File: src/rtl/tile_cfg_pkg.sv
// Shared types and sizing helpers for the tile configuration loader.
package tile_cfg_pkg;

  typedef enum logic [2:0] {
    ST_IDLE  = 3'd0,
    ST_LOAD  = 3'd1,
    ST_WRITE = 3'd2,
    ST_DONE  = 3'd3,
    ST_ERR   = 3'd4
  } state_e;

  function automatic int unsigned ceil_div(input int unsigned num, input int unsigned den);
    return (num + den - 1) / den;
  endfunction

  // Counter width that stays at least one bit for single-entry ranges.
  function automatic int unsigned cnt_w(input int unsigned n);
    return (n > 1) ? $clog2(n) : 1;
  endfunction

endpackage

File: src/rtl/tile_cfg_shadow.sv
// Packs LSB-first stream words into a CFG_W shadow; bits past CFG_W in the last word drop off.
module tile_cfg_shadow #(
  parameter int unsigned CFG_W  = 77,
  parameter int unsigned WORD_W = 8,
  parameter int unsigned WPT    = 10,
  parameter int unsigned IDX_W  = 4
) (
  input  logic              clk,
  input  logic              rst_n,
  input  logic              clr_i,
  input  logic              we_i,
  input  logic [IDX_W-1:0]  idx_i,
  input  logic [WORD_W-1:0] word_i,
  output logic [CFG_W-1:0]  shadow_c
);

  logic [CFG_W-1:0] shadow_q, shadow_d, mask;

  always_comb begin
    mask = '0;
    for (int unsigned w = 0; w < WPT; w++) begin
      if (idx_i == IDX_W'(w)) mask = CFG_W'({WORD_W{1'b1}}) << (w * WORD_W);
    end
    shadow_d = shadow_q;
    if (we_i) shadow_d = (shadow_q & ~mask) | (CFG_W'({WPT{word_i}}) & mask);
    shadow_c = shadow_d;
    if (clr_i) shadow_d = '0;
  end

  always_ff @(posedge clk or negedge rst_n) begin
    if (!rst_n) shadow_q <= '0;
    else        shadow_q <= shadow_d;
  end

endmodule

File: src/rtl/tile_cfg_loader.sv
// Streams per-tile configuration frames and strobes each tile's write enable once its frame is complete.
module tile_cfg_loader
  import tile_cfg_pkg::*;
#(
  parameter int unsigned NUM_TILES = 4,
  parameter int unsigned CFG_W     = 77,
  parameter int unsigned WORD_W    = 8
) (
  input  logic                 clk,
  input  logic                 rst_n,
  input  logic                 start,
  input  logic                 abort,
  input  logic                 s_valid,
  input  logic [WORD_W-1:0]    s_data,
  input  logic                 s_last,
  output logic                 s_ready,
  output logic [NUM_TILES-1:0] wr_en,
  output logic [CFG_W-1:0]     bits,
  output logic                 busy,
  output logic                 done,
  output logic                 err
);

  localparam int unsigned WPT    = ceil_div(CFG_W, WORD_W);
  localparam int unsigned WCNT_W = cnt_w(WPT);
  localparam int unsigned TCNT_W = cnt_w(NUM_TILES);

  state_e               state_q, state_d;
  logic [WCNT_W-1:0]    word_cnt_q, word_cnt_d;
  logic [TCNT_W-1:0]    tile_cnt_q, tile_cnt_d;
  logic                 s_ready_q, s_ready_d, busy_q, busy_d, done_q, done_d, err_q, err_d;
  logic [NUM_TILES-1:0] wr_en_q, wr_en_d;
  logic [CFG_W-1:0]     bits_q, bits_d, shadow_c;
  logic                 shadow_clr, shadow_we, last_word, last_tile;

  assign last_word = (word_cnt_q == WCNT_W'(WPT - 1));
  assign last_tile = (tile_cnt_q == TCNT_W'(NUM_TILES - 1));

  tile_cfg_shadow #(
    .CFG_W  (CFG_W),
    .WORD_W (WORD_W),
    .WPT    (WPT),
    .IDX_W  (WCNT_W)
  ) u_shadow (
    .clk      (clk),
    .rst_n    (rst_n),
    .clr_i    (shadow_clr),
    .we_i     (shadow_we),
    .idx_i    (word_cnt_q),
    .word_i   (s_data),
    .shadow_c (shadow_c)
  );

  // Next state, counters and shadow control; outputs are registered from the next state.
  always_comb begin
    state_d    = state_q;
    word_cnt_d = word_cnt_q;
    tile_cnt_d = tile_cnt_q;
    bits_d     = bits_q;
    shadow_clr = 1'b0;
    shadow_we  = 1'b0;

    unique case (state_q)
      ST_IDLE: begin
        if (start) begin
          state_d    = ST_LOAD;
          word_cnt_d = '0;
          tile_cnt_d = '0;
          shadow_clr = 1'b1;
        end
      end
      ST_LOAD: begin
        if (s_valid && s_ready_q) begin
          shadow_we = 1'b1;
          // s_last must mark exactly the final word of the final tile.
          if (s_last != (last_word && last_tile)) begin
            state_d = ST_ERR;
          end else if (last_word) begin
            state_d = ST_WRITE;
            bits_d  = shadow_c;
          end else begin
            word_cnt_d = word_cnt_q + 1'b1;
          end
        end
      end
      ST_WRITE: begin
        if (last_tile) begin
          state_d = ST_DONE;
        end else begin
          state_d    = ST_LOAD;
          tile_cnt_d = tile_cnt_q + 1'b1;
          word_cnt_d = '0;
          shadow_clr = 1'b1;
        end
      end
      ST_DONE: state_d = ST_IDLE;
      ST_ERR:  state_d = ST_ERR;
      default: state_d = ST_IDLE;
    endcase

    if (abort) begin
      state_d = ST_IDLE;
      bits_d  = bits_q;
    end

    s_ready_d = (state_d == ST_LOAD);
    busy_d    = (state_d != ST_IDLE);
    done_d    = (state_d == ST_DONE);
    err_d     = (state_d == ST_ERR);
    wr_en_d   = '0;
    for (int unsigned t = 0; t < NUM_TILES; t++) begin
      wr_en_d[t] = (state_d == ST_WRITE) && (tile_cnt_d == TCNT_W'(t));
    end
  end

  always_ff @(posedge clk or negedge rst_n) begin
    if (!rst_n) begin
      state_q    <= ST_IDLE;
      word_cnt_q <= '0;
      tile_cnt_q <= '0;
      s_ready_q  <= 1'b0;
      wr_en_q    <= '0;
      bits_q     <= '0;
      busy_q     <= 1'b0;
      done_q     <= 1'b0;
      err_q      <= 1'b0;
    end else begin
      state_q    <= state_d;
      word_cnt_q <= word_cnt_d;
      tile_cnt_q <= tile_cnt_d;
      s_ready_q  <= s_ready_d;
      wr_en_q    <= wr_en_d;
      bits_q     <= bits_d;
      busy_q     <= busy_d;
      done_q     <= done_d;
      err_q      <= err_d;
    end
  end

  assign s_ready = s_ready_q;
  assign wr_en   = wr_en_q;
  assign bits    = bits_q;
  assign busy    = busy_q;
  assign done    = done_q;
  assign err     = err_q;

endmodule

File: config.mk
export PLATFORM = sky130hd
export DESIGN_NAME = tile_cfg_loader
export DESIGN_NICKNAME = d
export VERILOG_FILES = /design/src/rtl/tile_cfg_pkg.sv /design/src/rtl/tile_cfg_shadow.sv /design/src/rtl/tile_cfg_loader.sv
export SDC_FILE = /design/constraint.sdc
export NUM_CORES = 1
export LEC_CHECK = 0
export ABC_AREA = 1
export BUFFER_PORTS_ARGS = -buffer_cell sky130_fd_sc_hd__buf_2
export CORE_MARGIN = 3
export CORE_UTILIZATION = 45
export CTS_CLUSTER_SIZE = 40
export DETAILED_ROUTE_END_ITERATION = 6
export PLACE_DENSITY = 0.61
export SYNTH_ARGS = -nofsm -noshare
export SYNTH_HDL_FRONTEND = slang
export SYNTH_SLANG_ARGS = --single-unit
File: constraint.sdc
create_clock -name clk -period 2.9 [get_ports clk]
set_clock_uncertainty 0.05 [all_clocks]
set_input_delay 0.29 -clock clk [delete_from_list [all_inputs] [get_ports clk]]
set_output_delay 0.29 -clock clk [all_outputs]
set_load 0.02 [all_outputs]
* Word level (Yosys, flattened, before mapping)
Cells that the tools add are included.
Storage, ports and cells: register bits after elaboration 171, word-level logic and storage cells 90, bits of input ports 14
Cells by class: bitwise gates (word level) 6, multiplexer cells 33, equality and inequality tests 26, add/subtract/negate cells 2, reductions and logical operators 13
Operator list (number):
- 77-bit 2-to-1 mux | 11
- 77-bit bitwise AND | 2
- 77-bit NOT | 1
- 77-bit OR | 1
- 4-bit 2-to-1 mux | 5
- 4-bit by 3-bit == test with 1-bit output, second input constant | 4
- 3-bit 2-to-1 mux | 5
- 3-bit one-hot mux with 4 select lines | 1
- 4-bit one-hot mux with 3 select lines | 1
- 2-bit inequality test, second input constant | 5
- 3-bit by 2-bit == test with 1-bit output, second input constant | 3
- 4-bit by 2-bit == test with 1-bit output, second input constant | 2
- 4-bit == test, second input constant | 2
- 8-bit 2-to-1 mux | 1
- 2-bit == test, second input constant | 3
- 3-bit by 1-bit == test with 1-bit output, second input constant | 2
- 3-bit == test, second input constant | 2
- 1-bit logical AND | 6
- 2-bit 2-to-1 mux | 3
- 6-bit AND reduction | 1
- 3-bit nonzero test | 2
- 5-bit AND reduction | 1
- 4-bit by 1-bit adder with 4-bit output, second input constant | 1
- 4-bit by 1-bit == test with 1-bit output, second input constant | 1
- other kinds (10) | 14

* Logic depth before layout (Yosys ltp)
Gate-level depths: netlist (run 1).
word-level depth 16, mapped depth 11, mapped depth without buffers 10

* Cells and area by module
From an unflattened synthesis (run 1), not the netlist that was laid out.
Second synthesis, totals: cells, all modules 1007, area, all modules 7837.5 µm²
Modules (own cells, without submodules):
- tile_cfg_shadow | times used 1, cells each 580, area an instance 3965.1 µm²
- tile_cfg_loader | times used 1, cells each 427, area an instance 3872.5 µm²

* Worst setup path before layout (run 1)
No wires, ideal clock.
path kind flip-flop to flip-flop, from reg word_cnt_q[0], to reg bits_q[0] (netlist: bits[0]), path buffers 0, path slack 1.044 ns, stages on the path, launching flop included 11, clock period less this slack 1.856 ns, arrival time 1.690 ns, library setup time 0.117 ns, cells stage by stage dfrtp_1 > inv_1 > ha_1 > nor2_1 > nand4_1 > nor3_4 > inv_1 > nand2_1 > nand2_1 > nand2_1 > nand2_1
Between the ends: longest elaborated chain between the ends 15
Ends and longest elaborated chain:
- start, declared | RTL line tile_cfg_loader.sv:29 | logic [WCNT_W-1:0] word_cnt_q, word_cnt_d;
- start signal, assigned | RTL line tile_cfg_loader.sv:129 | word_cnt_q <= word_cnt_d;
- 4-bit zero test | RTL line tile_cfg_shadow.sv:22 | if (idx_i == IDX_W'(w)) mask = CFG_W'({WORD_W{1'b1}}) << (w * WORD_W);
- 8-bit 2-to-1 mux | RTL line tile_cfg_shadow.sv:22
- 77-bit 2-to-1 mux (9 in series) | RTL line tile_cfg_shadow.sv:22
- 77-bit NOT | RTL line tile_cfg_shadow.sv:25 | if (we_i) shadow_d = (shadow_q & ~mask) | (CFG_W'({WPT{word_i}}) & mask);
- 77-bit bitwise AND | RTL line tile_cfg_shadow.sv:25
- 77-bit OR | RTL line tile_cfg_shadow.sv:25
- 77-bit 2-to-1 mux | RTL line tile_cfg_shadow.sv:25
- end signal, assigned | RTL line tile_cfg_loader.sv:133 | bits_q <= bits_d;
- end, declared | RTL line tile_cfg_loader.sv:33 | logic [CFG_W-1:0] bits_q, bits_d, shadow_c;
Several ways; a longest one is shown, not always the timed one. A chain may end at the register's enable or synchronous reset.

* Final worst setup path (run 1)
from reg word_cnt_q[1], to reg bits_q[36] (netlist: bits[36])
Between the ends: longest elaborated chain between the ends 13
Ends and longest elaborated chain (RTL line):
- 4-bit by 2-bit == test with 1-bit output | tile_cfg_shadow.sv:22
- 77-bit 2-to-1 mux (8 in series) | tile_cfg_shadow.sv:22
- 77-bit NOT | tile_cfg_shadow.sv:25
- 77-bit bitwise AND | tile_cfg_shadow.sv:25
- 77-bit OR | tile_cfg_shadow.sv:25
- 77-bit 2-to-1 mux | tile_cfg_shadow.sv:25
Several ways; a longest one is shown, not always the timed one.

==> key figures, run 1 <==
Clock network
  • H-tree Lvls: 4
  • Worst-path clk slew: 0.06 ns
  • Post-CTS Resized: 0
  • Clock Root Buffer: clkbuf_16
  • CTS sink count: between 150 and 200
  • Clk buf depth: 2
  • CTS Buf Count: 17
  • Clock Latency Late Sink: 0.42 ns
  • TritonCTS clock tree: done

Global route
  • Vias in the first global route: between 5000 and 6000
  • GRT Total Usage: 19.7%
  • Initial antenna violation count: 0
  • Grt total ovfl: 0
  • Pin count of the biggest net entering global routing: 75
  • Global-route wire length before repair: 28000 µm

Power and ir drop
  • Power per standard cell area: 613 mW/mm²
  • Leak Pwr: 0.00437 µW
  • Peak supply drop: 0.359 mV
  • Clock share of power: 47.5%
  • Internal: slightly above 4000 µW
  • Reg power frac: ~46%
  • Logic pwr share: between 6 and 7%
  • Switching Share: a little under a quarter
  • Switching pwr: 1190 µW

Outcome
  • Status: finished clean

Detailed routing
  • Remaining DRCs: 0
  • TritonRoute pass-1 iters: 6
  • Routed Antenna Nets: 0
  • Initial drt markers: 425
  • Total Wirelength: 17000 µm
  • DR vias/cell: 5.03
  • Via count: 5633
  • DR WL/cell: 15.1 µm

Timing
  • Hold slack: 0.0795 ns
  • Slew Limit Fails: 0
  • Period minus WS final: between 2 and 2.5 ns
  • Slew @ Worst Pin: 0.727 ns
  • Final period util: 84.6%
  • Relative max-transition margin: between 50% and 60%
  • Final setup fails: 0
  • Setup TNS: 0 ns
  • Final Hold Viols: 0
  • Unrepaired setup endpoints after global routing: no
  • Highest Clock Rate: between 400 and 500 MHz

Synth
  • Synth Flop Type: dfrtp_1
  • Mapped Cells: 801
  • Post-synth top area cell: dfrtp_1
  • Synth Area per Inst: approximately 9.0 µm²
  • Post-synthesis sequential area ratio: 59.1%
  • Post-synthesis async set-or-reset flop share: 100%
  • Mapped Nets: between 800 and 900
  • Synth area leaders: dfrtp_1 (59%), nand2_1 (13%), o21a_1 (4.1%), o21ai_0 (4.1%), nand3_1 (3.1%)
  • Register bit count reported by yosys: 171
  • Synthesized area: 0.00724 mm²
  • YS warnings: 0
  • Post-synth EDFFs: 0
  • Yosys top cell area share: 59.1%
  • Cell variety after synth: 30

Placement
  • Half-perimeter wire length after placement: between 10000 and 15000 µm
  • Routability cong.: 0.831
  • I/O Buffers: 98

Floorplan
  • Die extent in x: 133 µm
  • Chip Height: 133 µm
  • Row count: 45
  • Die area: between 0.015 and 0.02 mm²
  • Initial core utilization: between 40% and 50%
  • CORE AREA: 0.0155 mm²
  • IO Pins: 99

Critical path
  • WP data required: 3.16 ns
  • Critical path arrival: around 2.7 ns
  • CP Class: flop to flop
  • Crit. End Element: flop
  • Critical Path Start Type: flop
  • CP max FO: 72
  • R2R Setup Slk: approximately 0.45 ns

Worst hold path
  • Worst hold path type: input pin to flop

Final layout
  • Layout area overhead: 19.0%
  • Final net count: 914
  • Antenna diodes: 0
  • Share of cells above drive strength 1: 17.7%

Job
  • MaxCap Viol Count: 0
synthesized netlist by cell type (3+ instances only):
master	count
o21ai_1	38
nor2_4	5
dfrtp_1	171
nand2_2	3
o21a_1	40
inv_1	56
nand3_1	45
ha_1	4
o21ai_0	59
nor2_1	46
clkbuf_1	9
inv_2	3
a21oi_1	36
nand2_1	245
buf_4	6
buf_2	17
power groups by stage:
| stage | clock [µW] | sequential [µW] | combinational, µW |
|---|---|---|---|
| 2_1_floorplan | 0 | 2470 | 205 |
| 3_3_place_gp | 0 | 2470 | 346 |
| 3_5_place_dp | 0 | 2470 | 352 |
| 4_1_cts | 2550 | 2420 | 355 |
| 5_1_grt | 2660 | 2430 | 395 |
| 6_report | 2510 | 2420 | 351 |
stage by stage:
stage | area, µm² | setup WS [ns] | power [µW] | instances | utilization, %
2_1_floorplan | 7240 | 1.04 | 2680 | 801 | -
3_3_place_gp | 7940 | 0.567 | 2810 | 1087 | 51.3
3_5_place_dp | 7940 | 0.455 | 2820 | 1087 | 51.3
4_1_cts | 8610 | 0.428 | 5330 | 1120 | 55.6
5_1_grt | 8610 | 0.182 | 5480 | 1120 | 55.6
6_report | 8610 | 0.447 | 5280 | 1120 | 55.6
worst max-delay path: stages, from the launching register on:
cell and delay, ns:
dfrtp_1 0.41, inv_1 0.10, ha_1 0.30, nand3_1 0.11, nor2_1 0.13, nand3_1 0.16, nor2_4 0.13, buf_4 0.59
nand3_1 0.16, o21a_1 0.15
cells in the final DEF (no fill, tap or decap), types with 5 or more instances in the layout:
cell type	netlist	routed
a21oi_1	36	36
buf_2	17	97
buf_4	6	8
bufinv_16	0	5
clkbuf_16	0	17
dfrtp_1	171	171
inv_1	56	56
nand2_1	245	245
nand3_1	45	45
nor2_1	46	46
nor2_4	5	5
o21a_1	40	40
o21ai_0	59	59
o21ai_1	38	38
sequential cells by signal, indices dropped and copies added, names as in the netlist:
signal and flops:
tile_cnt_q 2, state_q 3, done 1, s_ready 1, wr_en 4, bits 77
word_cnt_q 4, busy 1, err 1, u_shadow.shadow_q 77
cells by family (layout without fill, tap and decap cells):
family / Yosys count / after routing / share of synthesized area, %
simple gates: 355 / 355 / 20.8
xor+xnor: 2 / 2 / 0.242
flops: 171 / 171 / 59.1
compound gates: 176 / 176 / 13.7
fa+ha+maj: 4 / 4 / 0.691
buf+inv: 93 / 201 / 5.53
layout make-up:
type                    count  area, µm²
clock buffers              21        470
clock inverters            11        190
fillers                  1368       6870
inverters                  59        221
multi-input cells         537       2560
flip-flops and latches    171       4280
well taps                 211        264
repair buffers            110        627
per-layer routing:
layer,wire [µm],GRT usage [%]
met1,7980,26.7
met2,7870,31.2
met3,793,4.71
met4,322,7.04
met5,0,0
repair_timing:
item,in CTS,in global routing
hold buffers,1,0
buffers inserted,0,0
hold endpoints to repair,71,0
worst paths after layout:
path / startpoint / end / cells after the start
setup reg to reg: word_cnt_q[1] / bits[36] / 9
hold reg to reg: bits[0] / bits[0] / 2
min in group asynchronous: rst_n / bits[75] / 2
max in group asynchronous: rst_n / u_shadow.shadow_q[50] / 3
hold / removal: abort / state_q[1] / 2
setup / recovery: word_cnt_q[1] / bits[36] / 9
Note: power is estimated with default switching activity, not from simulation.
==> run 2, diff against run 1 <==
ABC_AREA = 0   (was 1)
clock period = 2.4 ns   (was 2.9 ns; I/O delays follow)
==> key figures, run 2 <==
Clock network
  • CTS sink count: 171 (unchanged)
  • Post-CTS Resized: 0 (unchanged)
  • Worst-path clk slew: 0.06 ns (about the same)
  • CTS Buf Count: 17 (unchanged)
  • H-tree Lvls: 4 (unchanged)
  • Clock Latency Late Sink: 0.42 ns (about the same)
  • Clock Root Buffer: clkbuf_16 (unchanged)
  • Clk buf depth: 2 (unchanged)
  • CTS Hold Bufs: 2 (was 1)
  • Setup bufs post-CTS: 0 (unchanged)
  • TritonCTS clock tree: done (unchanged)

Synth
  • Post-synthesis sequential area ratio: 62.6% (was 59.1%)
  • YS warnings: 0 (unchanged)
  • Synth area leaders: dfrtp_1 (63%), nand2_1 (11%), o21ai_1 (5.1%), a21oi_1 (4.5%), mux2i_1 (3.2%) (was dfrtp_1 (59%), nand2_1 (13%), o21a_1 (4.1%), o21ai_0 (4.1%), nand3_1 (3.1%))
  • Post-Synth XOR/XNOR Area: 0% (was 0.242%)
  • Post-synthesis async set-or-reset flop share: 100% (unchanged)
  • Synthesized area: 0.00684 mm² (was 0.00724 mm²)
  • Largest family of logic cells by synthesized area: simple AND/OR/NAND/NOR gates (unchanged)
  • Post-Synth Simple-Gate Area: 17.3% (was 20.8%)
  • Yosys top cell area share: 62.6% (was 59.1%)
  • Post-synthesis mux area share: 3.22% (was 0%)
  • Register bit count reported by yosys: 171 (unchanged)
  • Most frequent cells after synthesis: nand2_1 (195), dfrtp_1 (171), o21ai_1 (70) (was nand2_1 (245), dfrtp_1 (171), o21ai_0 (59))
  • Mapped Cells: 681 (was 801)
  • Compound-cell area share of the yosys netlist: 12.0% (was 13.7%)
  • Mapped Nets: 699 (was 819)
  • Most frequent cell after synthesis: nand2_1 (unchanged)
  • Post-synth EDFFs: 0 (unchanged)
  • Post-synth top area cell: dfrtp_1 (unchanged)
  • Synth Area per Inst: 10.0 µm² (was 9.04 µm²)
  • Cell variety after synth: 40 (was 30)
  • Synth Flop Type: dfrtp_1 (unchanged)
  • Synthesized-area fraction occupied by adder cells: 0.732% (was 0.691%)

Critical path
  • Crit. End Element: flop (unchanged)
  • WP data required: 2.66 ns (was 3.16 ns)
  • CP Class: flop to flop (unchanged)
  • Cell at the slowest stage of the critical path: or4b_4 (was buf_4)
  • CP max FO: 7 (was 72)
  • Critical Path Start Type: flop (unchanged)
  • Cells along the critical path: or4b_4, a211oi_1, o21ai_0, nor4_1 (was inv_1, ha_1, nand3_1, nor2_1, nand3_1, nor2_4, buf_4, nand3_1, o21a_1)
  • Critical path arrival: 2.50 ns (was 2.71 ns)
  • Max incr delay on CP: 0.58 ns (was 0.59 ns)

Floorplan
  • CORE AREA: 0.0147 mm² (was 0.0155 mm²)
  • Die extent in x: 129 µm (was 133 µm)
  • Row count: 44 (was 45)
  • Die area: 0.0167 mm² (was 0.0177 mm²)
  • IO Pins: 99 (unchanged)
  • Chip Height: 129 µm (was 133 µm)
  • Initial core utilization: 46.5% (was 46.8%)

Final layout
  • Commonest non-fill, non-tap cell in the layout: nand2_1 (unchanged)
  • Share of cells above drive strength 1: 19.8% (was 17.7%)
  • Most frequent cells in the layout: nand2_1 (195), dfrtp_1 (171), buf_2 (97) (was nand2_1 (245), dfrtp_1 (171), buf_2 (97))
  • Antenna diodes: 0 (unchanged)
  • Filler Cells Inserted: 1329 (was 1368)
  • Final net count: 786 (was 914)
  • Final Non-Filler Cells: 965 (was 1120)
  • Layout area overhead: 18.9% (was 19.0%)

Global route
  • Pin count of the biggest net entering global routing: 80 (was 75)
  • Vias in the first global route: 5024 (was 5531)
  • Initial antenna violation count: 0 (unchanged)
  • Grt total ovfl: 0 (unchanged)
  • Global-route wire length before repair: 25900 µm (was 28000 µm)
  • GRT Total Usage: 20.0% (was 19.7%)

Timing
  • Unrepaired setup endpoints after global routing: no (unchanged)
  • Slew Limit Fails: 0 (unchanged)
  • Setup TNS: 0 ns (unchanged)
  • Slew @ Worst Pin: 0.655 ns (was 0.727 ns)
  • Highest Clock Rate: 446 MHz (was 408 MHz)
  • Relative max-transition margin: 55.7% (was 51.5%)
  • Period minus WS final: 2.24 ns (was 2.45 ns)
  • Final setup fails: 0 (unchanged)
  • Final Hold Viols: 0 (unchanged)
  • Final period util: 93.5% (was 84.6%)

Detailed routing
  • Via count: 5108 (was 5633)
  • Initial drt markers: 335 (was 425)
  • TritonRoute pass-1 iters: 5 (was 6)
  • Routed Antenna Nets: 0 (unchanged)
  • Total Wirelength: 16100 µm (was 17000 µm)
  • Remaining DRCs: 0 (unchanged)
  • DR vias/cell: 5.29 (was 5.03)
  • DR WL/cell: 16.6 µm (was 15.1 µm)

Placement
  • Half-perimeter wire length after placement: 10500 µm (was 11200 µm)
  • Placed cells: 931 (was 1087)
  • I/O Buffers: 98 (unchanged)
  • Routability cong.: 0.852 (was 0.831)

Power and ir drop
  • Peak supply drop: 0.534 mV (was 0.359 mV)
  • Power per standard cell area: 726 mW/mm² (was 613 mW/mm²)
  • Leak Pwr: 0.00390 µW (was 0.00437 µW)

Outcome
  • Status: finished clean (unchanged)

Job
  • MaxCap Viol Count: 0 (unchanged)

Worst hold path
  • Worst hold path type: input pin to flop (unchanged)
## run 2: changes by cell type after synthesis, moves of 6 or more
cell      previous run  this run
buf_6                1         7
o21a_1              40         0
nand3_1             45         9
o21ai_1             38        70
nand2_1            245       195
mux2i_1              0        22
and3_1               0        12
clkbuf_1             9        22
a21oi_1             36        61
o21ai_0             59        10
inv_1               56         7
nor2_1              46        28
## run 2: worst paths after layout
kind                          startpoint               endpoint  slack [ns]  cells past startpoint
hold reg to reg                 bits[12]               bits[12]        0.43                      2
min in group asynchronous          rst_n               bits[13]        0.33                      2
setup reg to reg           word_cnt_q[2]               wr_en[3]        0.16                      4
setup / recovery           word_cnt_q[2]               wr_en[3]        0.16                      4
max in group asynchronous          rst_n               bits[41]        1.24                      3
hold / removal                 s_data[7]  u_shadow.shadow_q[23]        0.16                      3
## run 2: where the power goes
group / internal (µW) / switching (µW) / total (µW)
Combinational: 55.0 / 173 / 228
Clock: 1630 / 1150 / 2780
Sequential: 2890 / 9.61 / 2900
## run 2: cell type report
class | count | area (µm²) | share of cell area (%)
multi-input combinational | 455 | 2280 | 28.1
tap | 184 | 230 | 2.83
inverter | 7 | 26.3 | 0.323
timing repair buffer | 116 | 712 | 8.75
clock buffer | 20 | 467 | 5.74
clock inverter | 12 | 138 | 1.69
sequential | 171 | 4280 | 52.6
## run 2: metal layers
metal,share of wire (%),GRT usage (%),wire (µm)
met5,0,0,0
met2,47,31.3,7570
met4,1.3,6.36,204
met1,46,27.5,7360
met3,5.8,5.03,938
## run 2: critical path: cells and delay by family, from the launching register on
| family | cells | cell delay [ns] |
|---|---|---|
| AOI/OAI and AO/OA | 2 | 0.69 |
| DFF | 1 | 0.44 |
| and+or+nand+nor | 2 | 0.95 |
## run 2: metrics by stage
stage | cell area (µm²) | setup WS, ns | hold slack [ns] | util [%] | total power [µW]
final | 8130 | 0.156 | 0.156 | 55.3 | 5910
after global routing | 8130 | 0.0263 | 0.149 | 55.3 | 6100
after floorplan | 6840 | 0.412 | -0.106 | - | 3050
after global placement | 7510 | 0.222 | 0.226 | 51.1 | 3180
after detailed placement | 7510 | 0.199 | 0.228 | 51.1 | 3190
after CTS | 8130 | 0.131 | 0.131 | 55.3 | 5970
## run 2: logic make-up after synthesis
group	after synthesis
simple gates	274
flops	171
compound gates	155
buf+inv	55
mux	22
fa+ha+maj	4
==> run 3, diff against run 2 <==
RECOVER_POWER = 25   (was default)
==> key figures, run 3 (same netlist as run 2, synthesis figures left out) <==
Global route
  • Pin count of the biggest net entering global routing: 80 (unchanged)
  • Vias in the first global route: 5024 (unchanged)
  • GRT Total Usage: 20.0% (unchanged)
  • Initial antenna violation count: 0 (unchanged)
  • Grt total ovfl: 0 (unchanged)
  • Global-route wire length before repair: 25900 µm (unchanged)

Critical path
  • Crit. End Element: flop (unchanged)
  • Critical Path Start Type: flop (unchanged)
  • Cells along the critical path: or4b_4, a211oi_1, o21ai_0, nor4_1 (unchanged)
  • WP data required: 2.66 ns (about the same)
  • Cell at the slowest stage of the critical path: or4b_4 (unchanged)
  • CP Class: flop to flop (unchanged)
  • Crit. Startpoint: word_cnt_q[2] (unchanged)
  • Reg2reg start: word_cnt_q[2] (unchanged)
  • CP max FO: 7 (unchanged)
  • Max incr delay on CP: 0.58 ns (about the same)
  • Critical path arrival: 2.50 ns (about the same)

Timing
  • Highest Clock Rate: 446 MHz (about the same)
  • Slew @ Worst Pin: 1.66 ns (was 0.655 ns)
  • Setup TNS: 0 ns (unchanged)
  • Final setup fails: 0 (unchanged)
  • Final period util: 93.5% (about the same)
  • Unrepaired setup endpoints after global routing: no (unchanged)
  • Slew Limit Fails: 64 (was 0)
  • Period minus WS final: 2.24 ns (about the same)
  • Final Hold Viols: 0 (unchanged)
  • Worst setup margin: 0.157 ns (was 0.156 ns)
  • Relative max-transition margin: -10.7% (was 55.7%)

Clock network
  • Clock Root Buffer: clkbuf_16 (unchanged)
  • CTS sink count: 171 (unchanged)
  • CTS Buf Count: 17 (unchanged)
  • Worst-path clk slew: 0.06 ns (about the same)
  • Clock Latency Late Sink: 0.42 ns (about the same)
  • H-tree Lvls: 4 (unchanged)
  • TritonCTS clock tree: done (unchanged)
  • Clk buf depth: 2 (unchanged)

Power and ir drop
  • Peak supply drop: 0.533 mV (was 0.534 mV)
  • Pwr Total: 5910 µW (about the same)
  • Power per standard cell area: 730 mW/mm² (was 726 mW/mm²)
  • Leak Pwr: 0.00377 µW (was 0.00390 µW)

Detailed routing
  • DR vias/cell: 5.29 (about the same)
  • Via count: 5104 (was 5108)
  • Total Wirelength: 16000 µm (was 16100 µm)
  • Initial drt markers: 338 (was 335)
  • TritonRoute pass-1 iters: 5 (unchanged)
  • Remaining DRCs: 0 (unchanged)
  • Routed Antenna Nets: 0 (unchanged)
  • DR WL/cell: 16.6 µm (about the same)

Outcome
  • Status: complete, but fails checks (was finished clean)
  • Failing checks: max-capacitance violations, max-slew violations

Final layout
  • Final net count: 786 (unchanged)
  • Share of cells above drive strength 1: 16.3% (was 19.8%)
  • Filler Cells Inserted: 1347 (was 1329)
  • Most frequent cells in the layout: nand2_1 (195), dfrtp_1 (171), o21ai_1 (70) (was nand2_1 (195), dfrtp_1 (171), buf_2 (97))
  • Final Non-Filler Cells: 965 (unchanged)
  • Antenna diodes: 0 (unchanged)
  • Commonest non-fill, non-tap cell in the layout: nand2_1 (unchanged)
  • Area of the multi-input gates: 0.00228 mm² (unchanged)
  • Layout area overhead: 18.3% (was 18.9%)
  • Register Area: 0.00428 mm² (unchanged)

Placement
  • Half-perimeter wire length after placement: 10500 µm (unchanged)
  • Pre-CTS setup slack: 0.199 ns (unchanged)
  • I/O Buffers: 98 (unchanged)
  • Placed cells: 931 (unchanged)
  • Routability cong.: 0.852 (unchanged)

Floorplan
  • IO Pins: 99 (unchanged)
  • Die area: 0.0167 mm² (unchanged)
  • Initial core utilization: 46.5% (unchanged)
  • Die extent in x: 129 µm (unchanged)
  • Row count: 44 (unchanged)
  • CORE AREA: 0.0147 mm² (unchanged)
  • Chip Height: 129 µm (unchanged)

Job
  • MaxCap Viol Count: 1 (was 0)

Worst hold path
  • Worst hold path type: input pin to flop (unchanged)
  • Min-delay src: s_data[0] (was s_data[7])
## run 3: per-stage QoR
stage	area (µm²)	hold slack (ns)	util, %
after floorplan	6840	-0.106	-
after global placement	7510	0.226	51.1
after detailed placement	7510	0.228	51.1
after CTS	8130	0.131	55.3
after global routing	8090	0.149	55.1
final	8090	0.159	55.1
## run 3: area by class of cell
class                           instances  share of cell area [%]
Multi-Input combinational cell        455                    28.2
Clock inverter                         12                    1.70
Sequential cell                       171                    52.9
Timing Repair Buffer                  116                    8.29
Tap cell                              184                    2.84
Inverter                                7                   0.325
Clock buffer                           20                    5.77
## run 3: worst paths after layout
kind / to / slack [ns] / cells after the start
hold / removal: u_shadow.shadow_q[8] / 0.16 / 3
setup / recovery: wr_en[3] / 0.16 / 4
setup reg to reg: wr_en[3] / 0.16 / 4
min in group asynchronous: bits[14] / 0.73 / 2
max in group asynchronous: bits[41] / 0.52 / 3
hold reg to reg: bits[8] / 0.43 / 2
## run 3: critical path, delay by kind of cell (launching register included)
family,cells,cell delay (ns)
DFF,1,0.44
AOI/OAI and AO/OA,2,0.69
and+or+nand+nor,2,0.95
## run 3: routing by layer
layer | track usage, % | share of wire (%) | up-vias
met5 | 0 | 0 | -
met4 | 6.36 | 1.4 | 0
met3 | 5.03 | 5.6 | 22
met2 | 31.3 | 47 | 141
met1 | 27.5 | 46 | 2459
li1 | - | - | 2482
## run 3: where the power goes
group	switching [µW]	internal, µW	total [µW]
sequential	9.64	2890	2900
clock	1150	1630	2780
combinational	172	53.9	226
total	1330	4570	5910
## run 3: repair_timing
item | 4_1_cts | 5_1_grt
resized for setup | 0 | 0
buffers inserted | 0 | 0
hold buffers | 2 | 0
endpoints found under the hold margin | 64 | 0
